**src/rtl/pipeline_ctrl.sv**
```systemverilog
// Pipeline hazard/stall controller: load-use and branch-operand interlocks,
// multi-cycle multiply/divide hold, post-reset flush and a stall counter.
module pipeline_ctrl #(
  parameter int unsigned MD_LATENCY = 8,
  parameter int unsigned CNT_W      = 16
) (
  input  logic             clock,
  input  logic             reset,
  input  logic [4:0]       rs_d,
  input  logic [4:0]       rt_d,
  input  logic [4:0]       rt_e,
  input  logic             memtoreg_e,
  input  logic             regwrite_e,
  input  logic [4:0]       writereg_e,
  input  logic             memtoreg_m,
  input  logic [4:0]       writereg_m,
  input  logic             branch_d,
  input  logic             branch_taken_d,
  input  logic             md_start_e,
  output logic             en_f,
  output logic             en_d,
  output logic             en_e,
  output logic             clr_d,
  output logic             clr_e,
  output logic             clr_m,
  output logic             clr_w,
  output logic             md_busy,
  output logic [CNT_W-1:0] stall_cnt
);

  typedef enum logic [1:0] {INIT, RUN, MDWAIT} state_t;

  localparam logic [7:0] MD_LOAD = 8'(MD_LATENCY - 1);

  state_t     state, state_next;
  logic       init_cnt;
  logic [7:0] md_cnt;
  logic       lwstall, brstall, stall;
  logic       count_stall;

  always_comb begin
    lwstall = memtoreg_e && (rt_e != '0) && ((rt_e == rs_d) || (rt_e == rt_d));
    brstall = branch_d &&
              ((regwrite_e && (writereg_e != '0) &&
                ((writereg_e == rs_d) || (writereg_e == rt_d))) ||
               (memtoreg_m && (writereg_m != '0) &&
                ((writereg_m == rs_d) || (writereg_m == rt_d))));
    stall   = lwstall || brstall;
  end

  // Reset gates the outputs directly so INIT values show even before the first edge.
  always_comb begin
    state_next = state;
    en_f    = 1'b0;
    en_d    = 1'b0;
    en_e    = 1'b0;
    clr_d   = 1'b1;
    clr_e   = 1'b1;
    clr_m   = 1'b1;
    clr_w   = 1'b1;
    md_busy = 1'b0;
    if (!reset) begin
      case (state)
        INIT: begin
          if (init_cnt) state_next = RUN;
        end
        RUN: begin
          en_f  = ~stall;
          en_d  = ~stall;
          en_e  = 1'b1;
          clr_d = branch_taken_d && !stall;
          clr_e = stall;
          clr_m = 1'b0;
          clr_w = 1'b0;
          if (md_start_e && !stall) state_next = MDWAIT;
        end
        MDWAIT: begin
          clr_d   = 1'b0;
          clr_e   = 1'b0;
          clr_w   = 1'b0;
          md_busy = 1'b1;
          if (md_cnt == 8'd1) state_next = RUN;
        end
        default: state_next = INIT;
      endcase
    end
  end

  assign count_stall = ((state == RUN) || (state == MDWAIT)) && !en_d;

  always_ff @(posedge clock) begin
    if (reset) begin
      state     <= INIT;
      init_cnt  <= 1'b0;
      md_cnt    <= '0;
      stall_cnt <= '0;
    end else begin
      state    <= state_next;
      init_cnt <= (state == INIT) && !init_cnt;
      if ((state == RUN) && (state_next == MDWAIT))
        md_cnt <= MD_LOAD;
      else if (state == MDWAIT)
        md_cnt <= md_cnt - 8'd1;
      if (count_stall && (stall_cnt != '1))
        stall_cnt <= stall_cnt + 1'b1;
    end
  end

endmodule

```
**config.mk**
```make
export PLATFORM = sky130hd
export DESIGN_NAME = pipeline_ctrl
export DESIGN_NICKNAME = d
export VERILOG_FILES = /design/src/rtl/pipeline_ctrl.sv
export SDC_FILE = /design/constraint.sdc
export NUM_CORES = 1
export LEC_CHECK = 0
export CAP_MARGIN = 30
export CORE_ASPECT_RATIO = 0.7
export CORE_MARGIN = 3
export CORE_UTILIZATION = 47
export DETAILED_ROUTE_END_ITERATION = 12
export GPL_TIMING_DRIVEN = 0
export PLACE_DENSITY = 0.87
export SYNTH_ARGS = -nofsm -noshare
export SYNTH_HDL_FRONTEND = slang
export SYNTH_SLANG_ARGS = --single-unit
```
**constraint.sdc**
```tcl
create_clock -name clock -period 4.2 [get_ports clock]
set_clock_uncertainty 0.1 [all_clocks]
set_input_delay 0.84 -clock clock [delete_from_list [all_inputs] [get_ports clock]]
set_output_delay 0.84 -clock clock [all_outputs]
set_load 0.1 [all_outputs]
```
======== Word level (Yosys, flattened, before mapping) ========
Cells that the tools add are included.
word-level totals
  bits in registers ....................... 27
  output and inout bits ................... 24
  logic and storage cells ................. 69
cells by class
  add/sub/neg operators ................... 2
  equal/unequal tests ..................... 11
  multiplexer cells ....................... 21
  bitwise gates (word level) .............. 1
  reductions and logical operators ........ 29
operators by type and width
  cell                   number
  $eq 5x5->1             6
  $add 16x1->16 const B  1
  $ne 16x16->1 const B   1
  $reduce_bool 5->1      3
  $logic_and 1x1->1      13
  $mux 1                 12
  $eq 8x1->1 const B     1
  $mux 2                 4
  $sub 8x1->8 const B    1
  $logic_or 1x1->1       6
  $mux 3                 2
  $pmux 2 s3             1
  $eq 2x2->1 const B     2
  $pmux 1 s2             2
  $reduce_or 2->1        2
  $logic_not 1->1        3
  $eq 2x1->1 const B     1
  $logic_not 2->1        1
  $reduce_bool 2->1      1
  $not 1->1              1

======== Logic depth before layout (Yosys ltp) ========
Gate-level depths: netlist of the first run.
  depth after elaboration ................. 14
  depth in mapped cells ................... 9
  depth with buffers taken out ............ 8

======== Worst setup path before layout of the first run ========
Ideal clock, no wire load.
  kind .................................... input to output
  from .................................... input port reset
  to ...................................... output port clr_d
  data arrival time ....................... 4.381 ns
  required time ........................... 3.260 ns
  path slack .............................. -1.121 ns
  cell stages on the path ................. 5
  path buffers ............................ 3
  cell sequence ........................... clkbuf_1 > clkbuf_1 > clkbuf_1 > nor2_1 > o21ai_0
between the ends
  cells in the longest elaborated chain, start to end .. 1
ends and longest elaborated chain
  item         RTL line  RTL
  from (decl)  8         input logic reset,
  $mux 1       62        if (!reset) begin
  to (decl)    23        output logic clr_d,
No other way between the ends.

======== Worst setup path after layout of the first run ========
  from .................................... input port writereg_e[0]
  to ...................................... output port en_d
between the ends
  cells in the longest elaborated chain, start to end .. 9
  elaborated cells on any way between the ends .. 12
ends and longest elaborated chain
  item                                                   RTL line  RTL
  from (decl)                                            14        input logic [4:0] writereg_e,
  $eq 5x5->1 or $reduce_bool 5->1 (tied branches)        45, 44
  $logic_or 1x1->1 or $logic_and 1x1->1 (tied branches)  45, 44
  $logic_and 1x1->1 *                                    44        ((regwrite_e && (writereg_e != '0) &&
  $logic_or 1x1->1 *                                     45        ((writereg_e == rs_d) || (writereg_e == rt_d))) ||
  $logic_and 1x1->1 *                                    43        brstall = branch_d &&
  $logic_or 1x1->1 *                                     48        stall = lwstall || brstall;
  $not 1->1 *                                            69        en_d = ~stall;
  $mux 1 *                                               63        case (state)
  $mux 1 *                                               62
  to (decl)                                              21        output logic en_d,
Mark *: on every way between the ends. The rest lies on a longest branch, timed or not.

==> results of run 1 <==
[logic make-up (layout without fill, tap and decap cells)]
family / after synthesis / after routing
flip-flops: 27 / 27
XOR/XNOR: 37 / 37
buffers and inverters: 26 / 87
multiplexers: 17 / 17
AND/OR/NAND/NOR: 94 / 94
adder cells (fa/ha/maj): 7 / 7
AO/OA/AOI/OAI: 46 / 46
[final cells by class]
cell class	instances	share of cell area
plain buffers	14	0.0228
clock buffers	3	0.0150
clock inverters	1	0.00182
inverters	12	0.0164
multi-input cells	201	0.518
flip-flops and latches	27	0.197
well taps	52	0.0237
repair buffers	57	0.205
[cell usage in the layout, fill, tap and decap left out, types with 3 or more instances in the layout]
cell,n
nor2b_1,16
a211oi_1,6
a21oi_1,15
a311o_1,3
nand4_1,5
nand3_1,16
o311a_1,6
dfxtp_1,27
xnor2_1,35
ha_1,7
buf_4,4
clkdlybuf4s50_1,49
nand2_1,17
inv_1,12
mux2_2,15
nor2_1,18
clkbuf_1,10
nor3_1,3
o22ai_1,3
and3_1,9
clkbuf_8,3
[timing repair]
| action | in CTS | in global routing |
|---|---|---|
| endpoints found under the setup margin | 5 | 5 |
| resized for setup | 21 | 6 |
| pin swaps | 1 | 0 |
| setup buffers | 2 | 0 |
[power by group through the flow]
stage	logic, uW	registers (uW)	clock network, uW
floorplan	200	309	0
global placement	305	291	0
finish	316	286	149
global route	343	289	161
CTS	315	286	153
detailed placement	315	291	0
[flip-flops by register name (all words and copies together), names as in the netlist]
| register | flops |
|---|---|
| stall_cnt | 16 |
| md_cnt | 8 |
| state | 2 |
| init_cnt | 1 |
[final timing paths]
path                                 to  cells past startpoint
max                                en_d                      8
min           stall_cnt[1]$_SDFFE_PP0P_                      2
max reg2reg  stall_cnt[13]$_SDFFE_PP0P_                      9
min reg2reg   stall_cnt[1]$_SDFFE_PP0P_                      2
[per-stage QoR]
step / TNS, ns / power, uW / utilization
after floorplan: -0.145 / 509 / -
after global placement: -4.60 / 597 / 0.661
after detailed placement: -4.98 / 606 / 0.661
after CTS: 0 / 754 / 0.673
after global routing: 0 / 793 / 0.675
final: 0 / 752 / 0.675
[cell usage after synthesis, drive strengths merged, types with 3 or more instances]
cell    count  area share
a21oi      15       0.036
inv        12       0.022
nor2       19       0.035
o21ai       3      0.0073
a211oi      6       0.022
nand2      17       0.031
mux2       15       0.082
and3        9       0.027
nand4       5       0.015
nor2b      16       0.049
o311a       6       0.029
nor3        3      0.0073
ha          7       0.043
a311o       3       0.015
buf         3      0.0097
dfxtp      27        0.26
o22ai       4       0.012
nand3      16       0.039
clkbuf     11       0.020
xnor2      35        0.15
[metal layers]
| metal | track usage | up-vias |
|---|---|---|
| met5 | 0 | - |
| met4 | 0.0406 | 0 |
| met3 | 0.0428 | 2 |
| met2 | 0.332 | 92 |
| met1 | 0.300 | 952 |
| li1 | - | 1017 |
[critical path: cells and delay by family]
kind                   cells  cell delay (ns)
AO/OA/AOI/OAI              2             0.61
buffers and inverters      4             1.15
AND/OR/NAND/NOR            2             0.57
==> flow_summary.ini, run 1 <==
[outcome]
outcome = complete, no violations

[job]
max_cap_viol_count = 0

[pwr]
p_comb_frac = 0.421
sw_frac_of_total = 0.395
p_leak_uw = 0.00104
power_frac_seq = 0.381
p_clk_frac = 0.198
power_density_nw_per_um2 = 274
vdd_drop_max_mv = 0.217
p_sw_uw = 297
internal-power_uw = 455

[layout]
nFillCells = 349
drive_gt1_frac = 0.111
multiInputGateArea_sq_um = 1420
regArea_sq_um = 541
stdcell_count = 367
num_antenna_cells = 0
fin_area_sq_um = 2740
area_growth_pct = 33.2
finish.net_count = 356

[timing]
fin_ws_ns = 0.0835
setup_viol = 0
max_freq_mhz = 243
whs_ns = 0.404
layout_min_cycle_time_ns = 4.12
rsz0062_at_grt = no
slew_headroom = 0.349
final-hold-violation-count = 0
maxSlewViolCount = 0
finalCritPeriodShare = 0.980
worst_pin_slew_ns = 0.974

[critical_path]
crit_path_start = writereg_e[0]
worst_setup_path_start_kind = input pin
path_class = in -> out
r2r_slack_ns = 1.47
critical_path.most_common_cell = buf_4
crit_fanout = 10
crit_path_max_incr_delay_ns = 0.47
critPathRequiredTime_ns = 3.26
cp-end-kind = primary output
cp.arrival_ns = 3.18
rr_startpoint = stall_cnt[0]$_SDFFE_PP0P_
crit_slowest_cell = clkdlybuf4s50_1
path_cells = clkdlybuf4s50_1 > or3_1 > o311a_1 > a222oi_1 > buf_4 > buf_4 > and2_2 > clkbuf_4

[logic_synthesis]
netlist_area_sq_um = 2060
synth_edf_count = 0
synthAdderAreaFrac = 0.0425
ys_async_sr_fraction = 0
synth_top_family_by_area = simple AND/OR/NAND/NOR gates
synthMuxAreaShare = 0.0917
synth-seq-cells = 27
synth_flop_cell = dfxtp_1
syn_avg_cell_area_sq_um = 8.11
ys_types = 36
synth-seq-area-share = 0.262
synth_fp_nets = 294
synth_compound_area_frac = 0.160
synth-xor-area-share = 0.157
synthCells = 254
yosys_warnings = 0
synthSimpleGateAreaFrac = 0.235

[placed_design]
dpl.hpwl_um = 4250
io_buffers = 55
finalWeightedCongestion = 0.921
dp_cells = 361
post-place-ws_ns = -1.36
placed_area_sq_um = 2690

[worst_hold_path]
hold_class = reg -> reg
worstHoldStart = stall_cnt[1]$_SDFFE_PP0P_

[cts]
clk_pin_slew_ns = 0.09
cts_buffers = 3
cts_tree = built
cts_sinks = 27
htree_levels = 1
clock_path_buffers = 2
clk_latency_ns = 0.27
cts_root_buf = clkbuf_8
ctsHoldBuffers = 0

[drt]
wl_met2_um = 2320
viasPerCell = 5.62
wl_met1_um = 2550
post_drt_wl_per_cell_um = 14.5
dr.pass1.iters = 4
totalWireLength_um = 5330
num_vias = 2063
drt_iter0_drc = 170
met3RoutedLength_um = 429
postRouteAntennaNets = 0
top_layer = met4
drcViolationCount = 0

[floorplan]
die_w_um = 85.1
die_y_um = 61.4
coreArea_sq_um = 4070
rows = 19
fp.dieArea_sq_um = 5230
start_util = 0.507
boundaryPins = 57

[grt]
grt_max_degree = 16
grt_antenna_before_repair = 0
grt_use_total = 0.210
grt_pass1_wl_um = 8890
grt_pass1_vias = 1903
grt-ovfl-total = 0
(Power assumes the default switching activity.)
==> run 2: changes to the inputs <==
==> config.mk (replaced) <==
export PLATFORM = sky130hd
export DESIGN_NAME = pipeline_ctrl
export DESIGN_NICKNAME = d
export VERILOG_FILES = /design/src/rtl/pipeline_ctrl.sv
export SDC_FILE = /design/constraint.sdc
export NUM_CORES = 1
export LEC_CHECK = 0
export CAP_MARGIN = 20
export CORE_ASPECT_RATIO = 0.7
export CORE_MARGIN = 3
export CORE_UTILIZATION = 45
export DETAILED_ROUTE_END_ITERATION = 12
export GPL_TIMING_DRIVEN = 0
export PLACE_DENSITY = 0.85
export SYNTH_ARGS = -nofsm -noshare
export SYNTH_HDL_FRONTEND = slang
export SYNTH_SLANG_ARGS = --single-unit
==> run 2 against run 1 <==
Compared with the run above:
- non-clock buffer count unchanged
- global-route usage about the same
- via count down 0.24%
- largest power group unchanged
- total power up 1.7%
- first-iteration DRC count up 17%
- critical path type unchanged
- setup slack better by 0.041 ns
==> flow_summary.ini, run 2 (synthesized netlist as in run 1, its figures left out) <==
[grt]
grt_antenna_before_repair = 0
grt-ovfl-total = 0
grt_pass1_wl_um = 9460
grt_use_total = 0.210
grt_max_degree = 17
grt_pass1_vias = 2088

[drt]
drt_iter0_drc = 199
totalWireLength_um = 5480
num_vias = 2058
drcViolationCount = 0
postRouteAntennaNets = 0
dr.pass1.iters = 4
post_drt_wl_per_cell_um = 14.9
viasPerCell = 5.61

[cts]
clk_latency_ns = 0.28
htree_levels = 1
cts_root_buf = clkbuf_8
cts_sinks = 27
ctsHoldBuffers = 0
clock_path_buffers = 2
clk_pin_slew_ns = 0.10
cts_buffers = 3
cts_tree = built

[floorplan]
rows = 19
start_util = 0.495
fp.dieArea_sq_um = 5440
die_y_um = 62.6
boundaryPins = 57
die_w_um = 86.9
coreArea_sq_um = 4160

[placed_design]
placed_area_sq_um = 2690
dpl.hpwl_um = 4360
finalWeightedCongestion = 0.884
io_buffers = 55
post-place-ws_ns = -1.29

[timing]
final-hold-violation-count = 0
fin_ws_ns = 0.125
rsz0062_at_grt = no
finalCritPeriodShare = 0.970
slew_headroom = 0.350
fin_tns_setup_ns = 0
worst_pin_slew_ns = 0.972
layout_min_cycle_time_ns = 4.08
maxSlewViolCount = 0
max_freq_mhz = 245
setup_viol = 0

[critical_path]
cp.arrival_ns = 3.14
worst_setup_path_start_kind = input pin
path_buf_inv = 5
path_cells = clkdlybuf4s50_1 > or3_1 > o311a_1 > a222oi_1 > buf_4 > buf_4 > and2_2 > buf_4 > buf_8
critPathRequiredTime_ns = 3.26
crit_path_max_incr_delay_ns = 0.46
reg2reg_depth = 9
path_delay_family = buffers and inverters
cp-end-kind = primary output
critical_path.most_common_cell = buf_4
path_class = in -> out
crit_fanout = 10
cp.depth = 9
crit_slowest_cell = clkdlybuf4s50_1

[pwr]
p_clk_frac = 0.206
power_frac_seq = 0.375
internal-power_uw = 457
p_comb_frac = 0.419
p_leak_uw = 0.00103
vdd_drop_max_mv = 0.227
sw_frac_of_total = 0.402
p_sw_uw = 307
power_density_nw_per_um2 = 278
power_uw = 764

[worst_hold_path]
hold_depth = 2
hold_class = reg -> reg

[layout]
regMostFlops = stall_cnt
layout_common_cells = clkdlybuf4s50_1 (49), xnor2_1 (35), dfxtp_1 (27)
num_antenna_cells = 0
fin_area_sq_um = 2750
reg_top3 = stall_cnt: 16 flops, md_cnt: 8 flops, state: 2 flops
area_growth_pct = 33.5
drive_gt1_frac = 0.117
largest_register_ff_count = 16
finish.net_count = 356
final_common_cell = clkdlybuf4s50_1

[outcome]
outcome = complete, no violations

[job]
max_cap_viol_count = 0
## run 2: repair_timing
| item | CTS | global route |
|---|---|---|
| hold endpoints to repair | 0 | 0 |
| setup buffers | 2 | 0 |
| setup endpoints to repair | 5 | 6 |
| pin swaps | 1 | 0 |
| resized for setup | 21 | 11 |
## run 2: worst reg2reg max path, cell delays in order (launching register included)
cell	delay (ns)
dfxtp_1	0.36
ha_1	0.22
and2_1	0.15
clkbuf_1	0.18
nor2b_1	0.18
a31oi_1	0.43
clkbuf_1	0.44
nand3_1	0.16
a21oi_1	0.22
mux2_2	0.35
## run 2: stage by stage
stage / utilization / hold WS, ns / cells
detailed placement: 0.646 / 0.398 / 361
CTS: 0.659 / 0.415 / 367
global placement: 0.646 / 0.390 / 361
floorplan: - / 0.392 / 254
finish: 0.661 / 0.415 / 367
global route: 0.661 / 0.439 / 367
## run 2: worst paths after layout
path | slack, ns | from | endpoint
max | 0.12 | writereg_e[0] | en_f
min | 0.41 | stall_cnt[1]$_SDFFE_PP0P_ | stall_cnt[1]$_SDFFE_PP0P_
max reg2reg | 1.32 | stall_cnt[0]$_SDFFE_PP0P_ | stall_cnt[7]$_SDFFE_PP0P_
min reg2reg | 0.41 | stall_cnt[1]$_SDFFE_PP0P_ | stall_cnt[1]$_SDFFE_PP0P_
## run 2: area by class of cell
cell class                      count  area, sq um
Clock buffer                        3         41.3
Multi-Input combinational cell    201         1430
Buffer                             14         62.6
Fill cell                         349         1410
Timing Repair Buffer               57          562
Sequential cell                    27          541
Inverter                           12         45.0
Tap cell                           52         65.1
Clock inverter                      1         7.51
## run 2: power by group through the flow
stage               Clock (uW)  Sequential [uW]  Combinational [uW]
floorplan                    0              309                 200
global placement             0              291                 306
detailed placement           0              292                 315
CTS                        161              286                 315
global route               170              289                 344
finish                     158              286                 320
## run 2: routing by layer
layer  track usage  up-vias  part of all wire
li1              -     1017                 -
met1         0.293      955              0.47
met2         0.328       73              0.44
met3        0.0461       13             0.074
met4        0.0428        0             0.013
met5             0        -                 0
==> run 3: changes to the inputs <==
--- a/config.mk
+++ b/config.mk
@@ -5,13 +5,13 @@
 export SDC_FILE = /design/constraint.sdc
 export NUM_CORES = 1
 export LEC_CHECK = 0
-export CAP_MARGIN = 20
 export CORE_ASPECT_RATIO = 0.7
 export CORE_MARGIN = 3
 export CORE_UTILIZATION = 45
 export DETAILED_ROUTE_END_ITERATION = 12
 export GPL_TIMING_DRIVEN = 0
 export PLACE_DENSITY = 0.85
+export SETUP_SLACK_MARGIN = 0.2
 export SYNTH_ARGS = -nofsm -noshare
 export SYNTH_HDL_FRONTEND = slang
 export SYNTH_SLANG_ARGS = --single-unit
==> run 3 against run 2 <==
Compared with the run above:
- global-route usage is 0.96 points lower
- setup slack improved by 0.16 ns
- clock-buffer cell count unchanged
- sequential power hardly changed
- critical path depth stayed put
- clock power is essentially flat
- via count increased by 0.97%
- largest power group unchanged
==> flow_summary.ini, run 3 (synthesized netlist as in run 1, its figures left out) <==
[outcome]
outcome = complete, no violations

[cts]
cts_root_buf = clkbuf_8
cts_sinks = 27
ctsHoldBuffers = 0
cts_buffers = 3
htree_levels = 1
clk_pin_slew_ns = 0.10
cts_tree = built
clk_latency_ns = 0.28
clock_path_buffers = 2

[timing]
rsz0062_at_grt = no
worst_pin_slew_ns = 0.984
layout_min_cycle_time_ns = 3.91
final-hold-violation-count = 0
finalCritPeriodShare = 0.932
whs_ns = 0.420
fin_ws_ns = 0.286
slew_headroom = 0.342
setup_viol = 0
maxSlewViolCount = 0
max_freq_mhz = 256

[critical_path]
r2r-end = stall_cnt[9]$_SDFFE_PP0P_
worst_setup_path_start_kind = input pin
crit_fanout = 10
critPathRequiredTime_ns = 3.26
rr_startpoint = stall_cnt[0]$_SDFFE_PP0P_
critical_path.most_common_cell = buf_4
reg2reg_depth = 9
r2r_slack_ns = 1.38
path_cells = clkdlybuf4s50_1 > or4_1 > o21a_1 > a222oi_1 > buf_4 > buf_6 > and2_4 > buf_4 > buf_12
path_class = in -> out
crit_path_start = rt_e[3]
cp.arrival_ns = 2.97
cp-end-kind = primary output
crit_path_max_incr_delay_ns = 0.49
crit_slowest_cell = or4_1
crit_end = en_f

[layout]
regMostFlops = stall_cnt
largest_register_ff_count = 16
multiInputGateArea_sq_um = 1430
final_common_cell = clkdlybuf4s50_1
reg_top3 = stall_cnt: 16 flops, md_cnt: 8 flops, state: 2 flops
finish.net_count = 356
regArea_sq_um = 541
nFillCells = 331
drive_gt1_frac = 0.121
fin_area_sq_um = 2780
post-route-util = 0.669
area_growth_pct = 35.1
num_antenna_cells = 0
layout_common_cells = clkdlybuf4s50_1 (39), xnor2_1 (35), dfxtp_1 (27)

[drt]
drcViolationCount = 0
postRouteAntennaNets = 0
dr.pass1.iters = 5
post_drt_wl_per_cell_um = 14.9
totalWireLength_um = 5460
num_vias = 2078
viasPerCell = 5.66
drt_iter0_drc = 133

[floorplan]
die_w_um = 86.9
fp.dieArea_sq_um = 5440
rows = 19
start_util = 0.495
boundaryPins = 57
die_y_um = 62.6
coreArea_sq_um = 4160

[worst_hold_path]
hold_class = reg -> reg

[pwr]
vdd_drop_max_mv = 0.243
power_density_nw_per_um2 = 275
p_leak_uw = 0.00111

[placed_design]
dpl.hpwl_um = 4190
placed_area_sq_um = 2690
io_buffers = 55
finalWeightedCongestion = 0.898
post-place-ws_ns = -1.19

[grt]
grt_max_degree = 16
grt_antenna_before_repair = 0
grt_pass1_wl_um = 9060
grt_use_total = 0.200
grt_pass1_vias = 1908
grt-ovfl-total = 0

[job]
max_cap_viol_count = 0
==> run 3: cell count changes in the layout (fill, tap and decap cells not counted), sizes merged <==
cell | before | now
clkdlybuf4s50 | 49 | 39
clkinv | 0 | 1
clkinvlp | 1 | 0
dlygate4sd2 | 0 | 4
dlymetal6s2s | 1 | 7
==> run 3: critical path: cells and delay by family <==
kind	cells	cell delay [ns]
AND/OR/NAND/NOR	2	0.65
AO/OA/AOI/OAI	2	0.43
buffers and inverters	5	1.06
==> run 3: cell type report <==
class	count	area share
sequential	27	0.194
tap	52	0.0234
multi-input combinational	201	0.514
clock inverter	1	0.00180
clock buffer	3	0.0148
buffer	14	0.0238
timing repair buffer	57	0.212
inverter	12	0.0162
==> run 3: timing repair <==
| item | CTS | global route |
|---|---|---|
| buffers inserted | 2 | 0 |
| setup endpoints to repair | 6 | 7 |
| pin swaps | 1 | 0 |
| gates resized for setup | 36 | 11 |
==> run 3: power breakdown <==
part / internal (uW) / switching [uW] / total (uW)
logic: 122 / 202 / 324
clock network: 66.7 / 88.7 / 155
registers: 270 / 16.4 / 287
==> run 3: through the flow <==
stage               power (uW)  cells  TNS (ns)
floorplan                  509    254    -0.145
global placement           599    361     -4.28
detailed placement         605    361     -4.34
CTS                        764    367         0
global route               802    367         0
finish                     766    367         0
==> run 3: layer usage <==
metal / vias to the layer above / routed length, um / GRT usage
met5: - / 0 / 0
met2: 100 / 2310 / 0.297
met1: 955 / 2640 / 0.297
li1: 1021 / - / -
met4: 0 / 25 / 0.0331
met3: 2 / 484 / 0.0422
==> run 3: worst min path at each step <==
stage                     slack (ns)                         to                       from  cells after the start
after floorplan                 0.39        init_cnt$_SDFF_PP0_        init_cnt$_SDFF_PP0_                      2
after CTS                       0.42  stall_cnt[1]$_SDFFE_PP0P_  stall_cnt[1]$_SDFFE_PP0P_                      2
after global placement          0.39  stall_cnt[1]$_SDFFE_PP0P_  stall_cnt[1]$_SDFFE_PP0P_                      2
final                           0.42  stall_cnt[1]$_SDFFE_PP0P_  stall_cnt[1]$_SDFFE_PP0P_                      2
after global routing            0.45  stall_cnt[1]$_SDFFE_PP0P_  stall_cnt[1]$_SDFFE_PP0P_                      2
after detailed placement        0.41  stall_cnt[1]$_SDFFE_PP0P_  stall_cnt[1]$_SDFFE_PP0P_                      2
